### src/rtl/line_buffer_3rows.sv
// line_buffer_3rows: two-row line buffer that turns a raster pixel stream into
// vertically aligned three-pixel columns (rows r-2, r-1, r) for a 3x3 window.
module line_buffer_3rows #(
    parameter int unsigned COLS = 5,
    parameter int unsigned ROWS = 5
) (
    input  logic       clk,
    input  logic       rst,
    input  logic [7:0] data_i,
    input  logic       valid_i,
    output logic [7:0] S1_o,
    output logic [7:0] S2_o,
    output logic [7:0] S3_o,
    output logic       valid_o,
    output logic       frame_done_o
);

    localparam int unsigned PIX_W = 8;
    localparam int unsigned CNT_W = 10;
    localparam int unsigned IDX_W = (COLS > 1) ? $clog2(COLS) : 1;

    localparam logic [CNT_W-1:0] COL_LAST = CNT_W'(COLS - 1);
    localparam logic [CNT_W-1:0] ROW_LAST = CNT_W'(ROWS - 1);

    logic [CNT_W-1:0] col_q, col_d;
    logic [CNT_W-1:0] row_q, row_d;
    logic [PIX_W-1:0] line0_q [COLS];
    logic [PIX_W-1:0] line0_d [COLS];
    logic [PIX_W-1:0] line1_q [COLS];
    logic [PIX_W-1:0] line1_d [COLS];
    logic [PIX_W-1:0] s1_q, s1_d;
    logic [PIX_W-1:0] s2_q, s2_d;
    logic [PIX_W-1:0] s3_q, s3_d;
    logic             valid_q, valid_d;
    logic             done_q, done_d;
    logic [IDX_W-1:0] idx;
    logic             last_col;
    logic             last_row;

    // Column counter never exceeds COLS-1, so truncating it to the memory index is safe.
    always_comb begin
        idx      = IDX_W'(col_q);
        last_col = (col_q == COL_LAST);
        last_row = (row_q == ROW_LAST);
    end

    // Next state: shift the column through both line memories and advance the raster position.
    always_comb begin
        col_d   = col_q;
        row_d   = row_q;
        line0_d = line0_q;
        line1_d = line1_q;
        s1_d    = s1_q;
        s2_d    = s2_q;
        s3_d    = s3_q;
        valid_d = 1'b0;
        done_d  = 1'b0;

        if (valid_i) begin
            s3_d         = data_i;
            s2_d         = line1_q[idx];
            s1_d         = line0_q[idx];
            line0_d[idx] = line1_q[idx];
            line1_d[idx] = data_i;
            valid_d      = (row_q >= CNT_W'(2));
            done_d       = last_row && last_col;

            if (last_col) begin
                col_d = '0;
                row_d = last_row ? '0 : row_q + CNT_W'(1);
            end else begin
                col_d = col_q + CNT_W'(1);
            end
        end
    end

    // State registers; reset also clears the line memories.
    always_ff @(posedge clk or posedge rst) begin
        if (rst) begin
            col_q   <= '0;
            row_q   <= '0;
            line0_q <= '{default: '0};
            line1_q <= '{default: '0};
            s1_q    <= '0;
            s2_q    <= '0;
            s3_q    <= '0;
            valid_q <= 1'b0;
            done_q  <= 1'b0;
        end else begin
            col_q   <= col_d;
            row_q   <= row_d;
            line0_q <= line0_d;
            line1_q <= line1_d;
            s1_q    <= s1_d;
            s2_q    <= s2_d;
            s3_q    <= s3_d;
            valid_q <= valid_d;
            done_q  <= done_d;
        end
    end

    assign S1_o         = s1_q;
    assign S2_o         = s2_q;
    assign S3_o         = s3_q;
    assign valid_o      = valid_q;
    assign frame_done_o = done_q;

endmodule

### config.mk
export PLATFORM = sky130hd
export DESIGN_NAME = line_buffer_3rows
export DESIGN_NICKNAME = d
export VERILOG_FILES = /design/src/rtl/line_buffer_3rows.sv
export SDC_FILE = /design/constraint.sdc
export NUM_CORES = 1
export LEC_CHECK = 0
export BUFFER_PORTS_ARGS = -buffer_cell sky130_fd_sc_hd__buf_2
export CORE_UTILIZATION = 25
export CTS_CLUSTER_DIAMETER = 100
export DETAILED_ROUTE_END_ITERATION = 7
export PLACE_DENSITY_LB_ADDON = 0.3
export SETUP_SLACK_MARGIN = 0.15
export SKIP_CTS_REPAIR_TIMING = 1
export SLEW_MARGIN = 20
export SYNTH_ARGS = -nofsm -noshare
export SYNTH_HDL_FRONTEND = slang
export SYNTH_SLANG_ARGS = --single-unit
### constraint.sdc
create_clock -name clk -period 11.2 [get_ports clk]
set_input_delay 1.12 -clock clk [delete_from_list [all_inputs] [get_ports clk]]
set_output_delay 1.12 -clock clk [all_outputs]
set_load 0.02 [all_outputs]
==> results.cfg <==
[worst_setup_path]
start_kind = input pin
cp.buffers_inverters = 3
setup.worst_path.start = valid_i
max_stage_delay_ps = 470
r2r-start = col_q[0]$_DFFE_PP0P_
cp_max_fo = 51
required_ps = 11510
critical_path_depth = 6
slowest_stage = nor2_2
cp_cell_sequence = buf_2 > buf_4 > nand2b_1 > nor2_2 > buf_4 > mux2_2
r2r_cells = 4
crit_type = in2reg
cpMostUsedCell = buf_4
cp_top_family = simple AND/OR/NAND/NOR gates
endpoint_kind = flip-flop
worstPathArrival_ps = 3160

[run]
maxCapViolations = 0

[hold_path]
hp-start = line0_q[8]$_DFFE_PP0P_
holdPathStages = 2
hold_class = reg2reg

[logic_synthesis]
ys_seq_area_frac = 0.5643
syn_inst = 450
synth_area_um2 = 5588
avgSynthCellArea_um2 = 12.42
ys_top_cells_by_area = dfrtp_1, mux2_2, a21oi_1
synth_cell_types = 48
yosysTopAreaCellShare = 0.5643
synth_fp_nets = 466
synth_edf_count = 0
yosysWarnings = 0
synth-async-reset-ratio = 1.000
synth_ff_type = dfrtp_1
synth_area_leader_cell = dfrtp_1
synth-seq-cells = 126

[pwr]
power.internal_mw = 1.313
peakVddDrop_uv = 95.70
power_density_nw_per_um2 = 296.7
p_leak_nw = 2.862
p_switching_uw = 651.4
power.total_mw = 1.964
clkPwrFrac = 0.290
comb_power_share = 0.321
netSwitchingFraction = 0.3317
p_seq_frac = 0.389

[grt]
grt_pass1_wl_mm = 19.64
grt_use_total = 0.1144
grt_overflow_total = 0
grt_max_degree = 75
grt_pass1_vias = 3477
antenna_found_initial = 0

[placement]
place.gp.congestion = 0.7184
portBuffers = 36
post-place-ws_ps = 7641
dp_hpwl_mm = 7.756

[clocking]
clock_latency_ps = 420
h-tree-depth = 4
cts_tree = yes
numCtsBuffers = 17
clockBufferDepth = 2
cts-root-buf = clkbuf_16
clk_pin_slew_ps = 60
cts.sinks = 126

[sta]
final.setup.tns_ps = 0
max_freq_mhz = 350.3
setup_ws_ps = 8345
setup_violations = 0
final_max_slew_viol_count = 0
worst_hold_slack_ps = 473.0
hold_viol_final = 0
rsz0062_at_grt = no
clock_skew_ps = 6.072
fin_crit_ps = 2855
worstMarginPinSlew_ps = 1082
slew_headroom = 0.2784
fin_crit_sh = 0.2549

[finish]
fillers = 2240
nets = 500
fin_util = 0.3024
area_growth_pct = 18.47
drive_gt1_frac = 0.3119
diodes = 0

[floorplanning]
fp-row-count = 54
die_area_um2 = 22950
fp.dieH_um = 151.5
die_w_um = 151.5
io_pins = 37
start_util = 0.2553
core_area_um2 = 21890

[route]
post_drt_wl_per_cell_um = 15.57
dr.pass1.iters = 4
wirelength_mm = 12.10
vias_per_cell = 4.573
drtIter0Drc = 180
remaining_drc_errors = 0
vias = 3553
postRouteAntennaNets = 0

[status]
status = complete, no violations
[through the flow]
stage	cell area (µm²)	std cells
finish	6620	777
global route	6620	777
CTS	6615	777
detailed placement	5996	745
global placement	5996	745
floorplan	5588	450
[synthesized netlist by cell type, types with 6 or more instances]
cell type / n
nor2b_1: 10
dfrtp_1: 126
nand3_1: 9
nand2_1: 17
o21ai_0: 13
a22oi_1: 8
mux4_2: 8
mux2_2: 60
buf_2: 12
inv_1: 8
a31oi_1: 6
and3_1: 6
xnor2_1: 10
nor2_1: 39
a21oi_1: 41
buf_6: 6
mux2i_1: 7
[cells by family (layout without fill, tap and decap cells)]
| logic type | count (synthesis) | after routing | synth area share |
|---|---|---|---|
| muxes | 80 | 80 | 0.1785 |
| adders and majority gates | 5 | 5 | 0.01120 |
| DFF | 126 | 126 | 0.5643 |
| and+or+nand+nor | 108 | 108 | 0.1043 |
| AOI/OAI and AO/OA | 86 | 86 | 0.09024 |
| buffers and inverters | 35 | 82 | 0.03582 |
| xor gates and xnor gates | 10 | 10 | 0.01567 |
[area by class of cell]
type,instances,area (µm²),share of cell area
multi-input cells,289,2240,0.3383
inverters,8,32.53,0.004914
well taps,280,350.3,0.05292
clock inverters,10,135.1,0.02041
repair buffers,42,225.2,0.03402
flip-flops and latches,126,3153,0.4763
clock buffers,22,484.2,0.07314
[path summary, 6_finish.rpt]
path                                            to  slack, ps
max                         line1_q[0]$_DFFE_PP0P_       8350
min                         line0_q[8]$_DFFE_PP0P_        470
max reg2reg                line1_q[14]$_DFFE_PP0P_       8970
min reg2reg                 line0_q[8]$_DFFE_PP0P_        470
max in group asynchronous   line0_q[7]$_DFFE_PP0P_       8990
min in group asynchronous      S1_o[2]$_DFFE_PP0P_        800
[metal layers]
| metal | GRT usage | vias up | routed length [µm] |
|---|---|---|---|
| met1 | 0.1588 | 1781 | 6032 |
| met4 | 0.04752 | 0 | 172 |
| met5 | 0 | - | 0 |
| met2 | 0.1646 | 82 | 5254 |
| met3 | 0.03413 | 12 | 637 |
| li1 | - | 1678 | - |
[worst register-to-register path: cells and delay by family (launching register included)]
family,cells,cell delay (ps)
buffers and inverters,1,280
DFF,1,370
muxes,1,430
and+or+nand+nor,2,1040
[cells in the final DEF, fill, tap and decap left out, types with 10 or more instances in the layout]
cell type | netlist | routed
nand2_1 | 17 | 17
a21oi_1 | 41 | 41
dfrtp_1 | 126 | 126
nor2b_1 | 10 | 10
mux2_2 | 60 | 60
nor2_1 | 39 | 39
o21ai_0 | 13 | 13
clkbuf_16 | 0 | 17
xnor2_1 | 10 | 10
buf_2 | 12 | 36
[state kept, by name, indices dropped and copies added (netlist names)]
signal	count
S1_o	8
line0_q	40
frame_done_o	1
col_q	10
line1_q	40
valid_o	1
S3_o	8
S2_o	8
row_q	10
[power groups by stage]
stage | Combinational [mW] | Clock (mW) | Sequential [mW]
3_5_place_dp | 0.634 | 0 | 0.773
3_3_place_gp | 0.622 | 0 | 0.765
2_1_floorplan | 0.465 | 0 | 0.776
6_report | 0.631 | 0.569 | 0.764
5_1_grt | 0.699 | 0.600 | 0.789
4_1_cts | 0.639 | 0.582 | 0.766
No activity file was read; power rests on OpenSTA's default activity.
